===== config.mk =====
export PLATFORM = sky130hd
export DESIGN_NAME = interrupt_controller_flat
export DESIGN_NICKNAME = d
export VERILOG_FILES = /design/src/rtl/interrupt_controller_if.sv /design/src/rtl/interrupt_controller.sv /design/src/flat_wrapper.sv
export SDC_FILE = /design/constraint.sdc
export NUM_CORES = 1
export LEC_CHECK = 0
export ABC_AREA = 1
export ABC_CLOCK_PERIOD_IN_PS = 1600
export CAP_MARGIN = 5
export CORE_ASPECT_RATIO = 1.4
export CORE_MARGIN = 2
export CORE_UTILIZATION = 45
export CTS_CLUSTER_SIZE = 16
export DETAILED_ROUTE_END_ITERATION = 8
export GPL_TIMING_DRIVEN = 0
export PLACE_DENSITY_LB_ADDON = 0.08
export SLEW_MARGIN = 5
export SYNTH_ARGS = -nofsm -noshare
export SYNTH_HDL_FRONTEND = slang
export SYNTH_SLANG_ARGS = --single-unit

===== constraint.sdc =====
create_clock -name i_Clk -period 1.6 [get_ports i_Clk]
set_input_delay 0.24 -clock i_Clk [delete_from_list [all_inputs] [get_ports i_Clk]]
set_output_delay 0.24 -clock i_Clk [all_outputs]
set_load 0.02 [all_outputs]

===== src/rtl/interrupt_controller_if.sv =====
// CPU-side bus, instruction strobes and dispatch handshake of the interrupt controller.
interface interrupt_controller_if #(
  parameter int unsigned NUM_IRQ = 5
);
  logic               i_Enable;
  logic [NUM_IRQ-1:0] i_Irq;
  logic [15:0]        i_Address;
  logic               i_Write;
  logic               i_Read;
  logic [7:0]         i_Data;
  logic [7:0]         o_Data;
  logic               i_Ei;
  logic               i_Di;
  logic               i_Reti;
  logic               i_Instr_Done;
  logic               o_Irq_Request;
  logic               i_Ack;
  logic [15:0]        o_Vector;
  logic               o_Vector_Valid;
  logic               o_Wake;

  // CPU / control-unit side
  modport master (
    output i_Enable, i_Irq, i_Address, i_Write, i_Read, i_Data,
    output i_Ei, i_Di, i_Reti, i_Instr_Done, i_Ack,
    input  o_Data, o_Irq_Request, o_Vector, o_Vector_Valid, o_Wake
  );

  // Interrupt controller side
  modport slave (
    input  i_Enable, i_Irq, i_Address, i_Write, i_Read, i_Data,
    input  i_Ei, i_Di, i_Reti, i_Instr_Done, i_Ack,
    output o_Data, o_Irq_Request, o_Vector, o_Vector_Valid, o_Wake
  );
endinterface


===== src/rtl/interrupt_controller.sv =====
// Prioritised, edge-triggered interrupt controller with IF/IE registers,
// delayed-EI master enable and a request/ack/vector dispatch handshake.
module interrupt_controller #(
  parameter int unsigned NUM_IRQ       = 5,
  parameter logic [15:0] VECTOR_BASE   = 16'h0040,
  parameter int unsigned VECTOR_STRIDE = 8,
  parameter logic [15:0] IF_ADDR       = 16'hFF0F,
  parameter logic [15:0] IE_ADDR       = 16'hFFFF
) (
  input logic                   i_Clk,
  input logic                   i_Rst_n,
  interrupt_controller_if.slave bus
);

  localparam int unsigned IDX_W = 3;

  typedef enum logic [1:0] {
    ST_IDLE   = 2'd0,
    ST_VECTOR = 2'd1,
    ST_HOLD   = 2'd2
  } state_t;

  state_t             state_q, state_d;
  logic [NUM_IRQ-1:0] if_q, if_d;
  logic [7:0]         ie_q, ie_d;
  logic               ime_q, ime_d;
  logic               ime_dly_q, ime_dly_d;
  logic [NUM_IRQ-1:0] irq_q;
  logic [IDX_W-1:0]   idx_q, idx_d;
  logic [7:0]         data_q, data_d;
  logic [15:0]        vec_q, vec_d;

  logic [NUM_IRQ-1:0] pending;
  logic [NUM_IRQ-1:0] edges;
  logic [IDX_W-1:0]   sel_idx;
  logic [7:0]         rd_if;
  logic               irq_req;
  logic               take;
  logic               wr_if;
  logic               wr_ie;

  assign pending = if_q & ie_q[NUM_IRQ-1:0];
  assign edges   = bus.i_Irq & ~irq_q;
  assign wr_if   = bus.i_Write && (bus.i_Address == IF_ADDR);
  assign wr_ie   = bus.i_Write && (bus.i_Address == IE_ADDR);

  // Lowest-numbered pending channel has the highest priority
  always_comb begin
    sel_idx = '0;
    for (int i = NUM_IRQ - 1; i >= 0; i--) begin
      if (pending[i]) sel_idx = IDX_W'(i);
    end
  end

  // Read data mux; unimplemented IF bits read back as 1
  always_comb begin
    rd_if              = 8'hFF;
    rd_if[NUM_IRQ-1:0] = if_q;
    data_d             = 8'h00;
    if (bus.i_Read) begin
      if (bus.i_Address == IF_ADDR)      data_d = rd_if;
      else if (bus.i_Address == IE_ADDR) data_d = ie_q;
    end
  end

  // Dispatch FSM next state plus IF/IE/IME next-state logic
  always_comb begin
    state_d   = state_q;
    if_d      = if_q;
    ie_d      = ie_q;
    ime_d     = ime_q;
    ime_dly_d = ime_dly_q;
    idx_d     = idx_q;
    vec_d     = vec_q;
    irq_req   = 1'b0;
    take      = 1'b0;

    case (state_q)
      ST_IDLE: begin
        irq_req = ime_q & (|pending);
        if (irq_req && bus.i_Ack) begin
          take    = 1'b1;
          idx_d   = sel_idx;
          vec_d   = VECTOR_BASE + 16'(sel_idx) * 16'(VECTOR_STRIDE);
          state_d = ST_VECTOR;
        end
      end
      ST_VECTOR: state_d = ST_HOLD;
      ST_HOLD: begin
        if (!bus.i_Ack) state_d = ST_IDLE;
      end
      default: state_d = ST_IDLE;
    endcase

    // Software writes first, then capture clear; a fresh edge always wins
    if (wr_if) if_d = bus.i_Data[NUM_IRQ-1:0];
    if (wr_ie) ie_d = bus.i_Data;
    if (take)  if_d = if_d & ~(NUM_IRQ'(1) << sel_idx);
    if_d = if_d | edges;

    // EI takes effect one instruction late; DI and dispatch cancel it
    if (bus.i_Instr_Done && ime_dly_q) begin
      ime_d     = 1'b1;
      ime_dly_d = 1'b0;
    end
    if (bus.i_Ei)   ime_dly_d = 1'b1;
    if (bus.i_Reti) ime_d     = 1'b1;
    if (bus.i_Di || take) begin
      ime_d     = 1'b0;
      ime_dly_d = 1'b0;
    end
  end

  // FSM state register
  always_ff @(posedge i_Clk or negedge i_Rst_n) begin
    if (!i_Rst_n)          state_q <= ST_IDLE;
    else if (bus.i_Enable) state_q <= state_d;
  end

  // Interrupt registers, edge history and registered outputs
  always_ff @(posedge i_Clk or negedge i_Rst_n) begin
    if (!i_Rst_n) begin
      if_q      <= '0;
      ie_q      <= 8'h00;
      ime_q     <= 1'b0;
      ime_dly_q <= 1'b0;
      irq_q     <= '0;
      idx_q     <= '0;
      data_q    <= 8'h00;
      vec_q     <= 16'h0000;
    end else if (bus.i_Enable) begin
      if_q      <= if_d;
      ie_q      <= ie_d;
      ime_q     <= ime_d;
      ime_dly_q <= ime_dly_d;
      irq_q     <= bus.i_Irq;
      idx_q     <= idx_d;
      data_q    <= data_d;
      vec_q     <= vec_d;
    end
  end

  assign bus.o_Data         = data_q;
  assign bus.o_Vector       = vec_q;
  assign bus.o_Vector_Valid = (state_q == ST_VECTOR);
  assign bus.o_Irq_Request  = irq_req;
  assign bus.o_Wake         = |pending;

endmodule


===== src/flat_wrapper.sv =====
// flat-port wrapper written by rule: the top's interface ports become plain ports
module interrupt_controller_flat 
#(
  parameter int unsigned NUM_IRQ       = 5,
  parameter logic [15:0] VECTOR_BASE   = 16'h0040,
  parameter int unsigned VECTOR_STRIDE = 8,
  parameter logic [15:0] IF_ADDR       = 16'hFF0F,
  parameter logic [15:0] IE_ADDR       = 16'hFFFF
)
  (i_Clk, i_Rst_n, bus_i_Enable, bus_i_Irq, bus_i_Address, bus_i_Write, bus_i_Read, bus_i_Data, bus_i_Ei, bus_i_Di, bus_i_Reti, bus_i_Instr_Done, bus_i_Ack, bus_o_Data, bus_o_Irq_Request, bus_o_Vector, bus_o_Vector_Valid, bus_o_Wake);
  interrupt_controller_if #(.NUM_IRQ(NUM_IRQ)) bus_i ();
  input logic i_Clk;
  input logic i_Rst_n;
  input wire logic [$bits(bus_i.i_Enable)-1:0] bus_i_Enable;
  input wire logic [$bits(bus_i.i_Irq)-1:0] bus_i_Irq;
  input wire logic [$bits(bus_i.i_Address)-1:0] bus_i_Address;
  input wire logic [$bits(bus_i.i_Write)-1:0] bus_i_Write;
  input wire logic [$bits(bus_i.i_Read)-1:0] bus_i_Read;
  input wire logic [$bits(bus_i.i_Data)-1:0] bus_i_Data;
  input wire logic [$bits(bus_i.i_Ei)-1:0] bus_i_Ei;
  input wire logic [$bits(bus_i.i_Di)-1:0] bus_i_Di;
  input wire logic [$bits(bus_i.i_Reti)-1:0] bus_i_Reti;
  input wire logic [$bits(bus_i.i_Instr_Done)-1:0] bus_i_Instr_Done;
  input wire logic [$bits(bus_i.i_Ack)-1:0] bus_i_Ack;
  output wire logic [$bits(bus_i.o_Data)-1:0] bus_o_Data;
  output wire logic [$bits(bus_i.o_Irq_Request)-1:0] bus_o_Irq_Request;
  output wire logic [$bits(bus_i.o_Vector)-1:0] bus_o_Vector;
  output wire logic [$bits(bus_i.o_Vector_Valid)-1:0] bus_o_Vector_Valid;
  output wire logic [$bits(bus_i.o_Wake)-1:0] bus_o_Wake;
  assign bus_i.i_Enable = bus_i_Enable;
  assign bus_i.i_Irq = bus_i_Irq;
  assign bus_i.i_Address = bus_i_Address;
  assign bus_i.i_Write = bus_i_Write;
  assign bus_i.i_Read = bus_i_Read;
  assign bus_i.i_Data = bus_i_Data;
  assign bus_i.i_Ei = bus_i_Ei;
  assign bus_i.i_Di = bus_i_Di;
  assign bus_i.i_Reti = bus_i_Reti;
  assign bus_i.i_Instr_Done = bus_i_Instr_Done;
  assign bus_i.i_Ack = bus_i_Ack;
  assign bus_o_Data = bus_i.o_Data;
  assign bus_o_Irq_Request = bus_i.o_Irq_Request;
  assign bus_o_Vector = bus_i.o_Vector;
  assign bus_o_Vector_Valid = bus_i.o_Vector_Valid;
  assign bus_o_Wake = bus_i.o_Wake;
  interrupt_controller #(.NUM_IRQ(NUM_IRQ), .VECTOR_BASE(VECTOR_BASE), .VECTOR_STRIDE(VECTOR_STRIDE), .IF_ADDR(IF_ADDR), .IE_ADDR(IE_ADDR)) u_core (.i_Clk(i_Clk), .i_Rst_n(i_Rst_n), .bus(bus_i));
endmodule

==> results.json <==
{
  "cts_inserted_buffers": 5,
  "r2r_start": "u_core.ie_q[0]",
  "powerDensity_nw_per_um2": 669,
  "avgViaCountPerCell": 4.78,
  "gp_congestion": 0.816,
  "fp.dieH_um": 80.6,
  "cts.reportedPaths.clkPinSlew_ns": 0.07,
  "rr_worst_depth": 9,
  "core_area_um2": 3990,
  "r2r_slack_ns": 0.21,
  "critical_path_class": "reg -> out",
  "antenna_cells": 0,
  "ys_seq_area_share_pct": 45.1,
  "p_leak_nw": 1.37,
  "fp.dieW_um": 58.7,
  "syn_avg_cell_area_um2": 7.76,
  "clk_path_buf_depth": 2,
  "dr.pass1.iters": 6,
  "synth_ff_type": "dfrtp_1",
  "synth_area_um2": 1890,
  "status": "complete, but fails checks",
  "slew_viol_final": 0,
  "fin_nets": 362,
  "synthTopCellsByArea": "dfrtp_1, nand2_1, buf_4, nor2_1, o21ai_2",
  "multi_input_area_um2": 890,
  "dp_hpwl_mm": 3.27,
  "yosys_warnings": 0,
  "register_area_um2": 851,
  "min_period_ns": 1.56,
  "design_area_um2": 2700,
  "ir_drop_v": 0.000588,
  "postCtsHoldBufs": 0,
  "clk-insertion-delay-late_ns": 0.29,
  "maxCapViolCount": 0,
  "dieArea_um2": 4730,
  "synth-edff-count": 0,
  "whs_ns": 0.0189,
  "portBuffers": 52,
  "area_growth_pct": 43.3,
  "synth_top_area_cell": "dfrtp_1",
  "setup_violations": 0,
  "n_fill_cell": 370,
  "vias": 1754,
  "skew_ns": 0.00559,
  "finalCritPeriodShare_pct": 97.4,
  "routed_wl_mm": 4.22,
  "relSlewSlack_pct": 49.7,
  "htree_levels": 2,
  "crit_end": "bus_o_Irq_Request",
  "r2r-end": "u_core.bus.o_Vector[6]",
  "violations": "DRC",
  "total_power_mw": 1.81,
  "ys_async_sr_fraction_pct": 100,
  "grt_max_degree": 35,
  "start_kind": "flip-flop",
  "grt_pass1_vias": 1704,
  "drtAntennaViolNets": 0,
  "dp_cells": 349,
  "drt_iter0_markers": 64,
  "crit_arrival_ns": 1.32,
  "max_freq_mhz": 641,
  "yosysUniqueCellTypes": 27,
  "cp_data_required_time_ns": 1.36,
  "end_kind": "primary output",
  "synthesis.instances": 243,
  "core.rowCount": 27,
  "clock_sinks": 34,
  "grt_util_all_layers_pct": 20.2,
  "ys_ff_latch": 34,
  "grt_overflow_total": 0,
  "cts_root_buffer": "clkbuf_8",
  "drc_errors": 6,
  "start_util_pct": 47.3,
  "crit_fanout": 3,
  "worst_pin_slew_ns": 0.755,
  "hold_viol_final": 0,
  "cp-startpoint": "u_core.ie_q[0]",
  "layout-drive-gt1-share_pct": 19.1,
  "cts_tree": "built",
  "synth_top_cell_area_share_pct": 45.1,
  "antenna_found_initial": 0,
  "wl_per_cell_um": 11.5,
  "io_pins": 66,
  "hold_class": "in -> async",
  "stdcell_count": 367,
  "grt_pass1_wl_mm": 7.27,
  "dpl-instance-area_um2": 2500
}
==> metrics by stage <==
stage          utilization, %  setup WS [ns]  setup TNS (ns)
2_1_floorplan               -          0.252               0
3_5_place_dp             62.6         -0.231           -2.21
5_1_grt                  67.8        -0.0221         -0.0378
6_report                 67.8         0.0410               0
4_1_cts                  65.3         0.0103               0
3_3_place_gp             62.7         -0.442          -16.65
==> layer usage <==
layer / global-route usage (%) / vias up / wire (um)
li1: - / 911 / -
met1: 21.4 / 794 / 1690
met3: 4.03 / 9 / 200
met5: 0 / - / 0
met2: 36.7 / 40 / 2250
met4: 10.5 / 0 / 83
==> worst min-delay path by stage <==
stage                           start                     end  cells past startpoint
2_1_floorplan                 i_Rst_n    u_core.bus.o_Data[0]                      0
3_3_place_gp   u_core.bus.o_Vector[6]  u_core.bus.o_Vector[6]                      1
3_5_place_dp                  i_Rst_n    u_core.bus.o_Data[7]                      1
4_1_cts                       i_Rst_n    u_core.bus.o_Data[2]                      1
5_1_grt                       i_Rst_n    u_core.bus.o_Data[1]                      1
6_report                      i_Rst_n          u_core.if_q[3]                      1
==> cells in the mapped netlist (all sizes together), types with 3 or more instances <==
cell type	number
nor2	21
buf	17
a21oi	13
dfrtp	34
nand4	8
nand3	12
a21boi	3
inv	18
o21ai	18
nand2	90
clkbuf	3
==> worst max-delay path, stage by stage (launching register included) <==
cell and delay, ns:
dfrtp_1 0.42, nand2_2 0.10, nand2_2 0.08, nor2_4 0.13, nand2_4 0.07, nand2_2 0.06, nor2_2 0.04, buf_6 0.13
==> cell type report <==
cell class	instances	share of cell area, %
Clock inverter	2	0.463
Inverter	18	2.50
Multi-Input combinational cell	182	32.9
Tap cell	43	1.99
Timing Repair Buffer	62	22.1
Buffer	20	5.46
Sequential cell	34	31.5
Clock buffer	6	3.06
==> state kept, by name (all words and copies together) (netlist names) <==
register / count
u_core.ie_q: 8
u_core.ime_dly_q: 1
u_core.bus.o_Data: 8
u_core.ime_q: 1
u_core.bus.o_Vector: 4
u_core.state_q: 2
u_core.if_q: 5
u_core.irq_q: 5
==> layout by cell type, fill, tap and decap left out, types with 5 or more instances in the layout <==
master	synthesis	final
buf_2	3	5
nand3_1	10	10
nand2_2	3	7
nand4_1	8	8
buf_4	12	21
dfrtp_1	34	34
o21ai_0	9	9
clkbuf_8	0	6
o21ai_2	8	8
clkdlybuf4s50_1	0	48
inv_1	17	17
nor2_1	19	17
nand2_1	85	81
conb_1	1	12
a21oi_1	13	13
==> cells by family (layout without fill, tap and decap cells) <==
logic type / after synthesis / count (layout) / synth area share, %
buffers and inverters: 38 / 108 / 10.9
DFF: 34 / 34 / 45.1
other: 1 / 12 / 0.199
AOI/OAI and AO/OA: 36 / 36 / 11.8
and+or+nand+nor: 134 / 134 / 31.9
==> repair_timing <==
item	CTS	global route
setup buffers	2	8
pin swaps	0	6
setup endpoints to repair	3	9
gates resized for setup	12	8
==> report_power, final <==
group	switching [mW]	internal, mW	total (mW)
Clock	0.309	0.345	0.654
Combinational	0.124	0.127	0.250
Sequential	0.0182	0.884	0.903
(Power assumes the default switching activity.)
==> patch (same settings) <==
`IDX_W`: 3 -> 5.
--- a/src/rtl/interrupt_controller.sv
+++ b/src/rtl/interrupt_controller.sv
@@ -12,7 +12,7 @@
   interrupt_controller_if.slave bus
 );
 
-  localparam int unsigned IDX_W = 3;
+  localparam int unsigned IDX_W = 5;
 
   typedef enum logic [1:0] {
     ST_IDLE   = 2'd0,
Formal check against the unedited RTL: equivalent (Yosys induction, for registers that start in step).
==> patch against the original RTL <==
The run now ends clean. Register-to-register slack worse by 0.06 ns. Utilization shrank 0.30 points. Count of clock-buffer cells in the layout up 2. Clock skew barely moved. Final area increased by 4.1%. Worst setup slack lost 0.0011 ns. Synthesized area up 2.6%. Power rose by 9.2%. Wire length grew 11%. Sequential power up 2%. Sequential cell count unchanged. Sequential share of layout area decreased by 1.2 points. Highest routed layer unchanged.
==> patch: results (changes against the original RTL) <==
- Worst r2r path cells: 7 (was 9)
- Final weighted congestion of routability-driven global placement: 0.8301 (was 0.8155)
- Sequential share of cell area: 30.24% (was 31.48%)
* Worst reg2reg path startpoint: u_core.ie_q[2] (was u_core.ie_q[0])
- The iteration-0 DRC count of the detailed router is 58 (was 64).
- The slack of the worst reg-to-reg path was 0.15 ns (was 0.21 ns).
- The synthesized instance count is 242 (was 243).
- Clock network area share: 3.913% (was 3.519%)
* Post-DP Area: 0.002557 mm^2 (was 0.002496 mm^2)
- The global-route total usage across every layer is 20.60% (was 20.21%).
- The net total in the final layout came to 369 (was 362).
- The total power divided by cell area was 701.2 mW/mm^2 (was 668.8 mW/mm^2).
* HPWL after DPL: 3.298 mm (was 3.267 mm)
- The largest driver fanout on the critical path was 5 (was 3).
* Number of placement rows: 28 (was 27)
- The area of the multi-input gates is 959.7 um^2 (was 889.6 um^2).
- Run status: finished clean (was finished, violations left).
* IR drop worst, VDD: 597.9 uV (was 588.2 uV)
* Startpoint of the most critical setup path: u_core.ie_q[1] (was u_core.ie_q[0])
- The portion of the layout cell area used by non-clock buffers was 27.26% (was 27.59%).
- Cell variety after synth: 33 (was 27)
- Mean number of vias per cell: 4.880 (was 4.779)
- The length of the first detailed-routing pass in iterations was 4 (was 6).
* Post-place setup slack: -0.2319 ns (was -0.2306 ns)
- The wire length reported by the detailed router came to 4.692 mm (was 4.221 mm).
- IO Port Bufs: 53 (was 52)
- Share of cells above drive strength 1: 23.56% (was 19.14%)
- Reg-to-Reg End: u_core.if_q[1] (was u_core.bus.o_Vector[6])
==> patch: per-layer routing <==
metal  vias up  share of wire (%)  GRT usage (%)
met1       849                 40          24.75
met4         0                1.6          6.818
met2        51                 54          35.93
met3         8                4.9          4.409
li1        927                  -              -
met5         -                  0              0
==> patch: cells by family after synthesis <==
kind of cell    Yosys count  share of synthesized area, %
other cells               1                        0.1939
flops                    34                         43.98
simple gates            139                         35.12
compound gates           34                         11.13
buf+inv                  34                         9.573
==> patch: repair_timing <==
action / 4_1_cts / 5_1_grt
endpoints found under the setup margin: 3 / 7
endpoints found under the hold margin: 0 / 0
pin swaps: 0 / 6
buffers inserted: 4 / 13
resized for setup: 9 / 10
==> patch: power by group <==
group	internal, mW	switching [mW]
Clock	0.434	0.313
Sequential	0.893	0.0304
Combinational	0.150	0.152
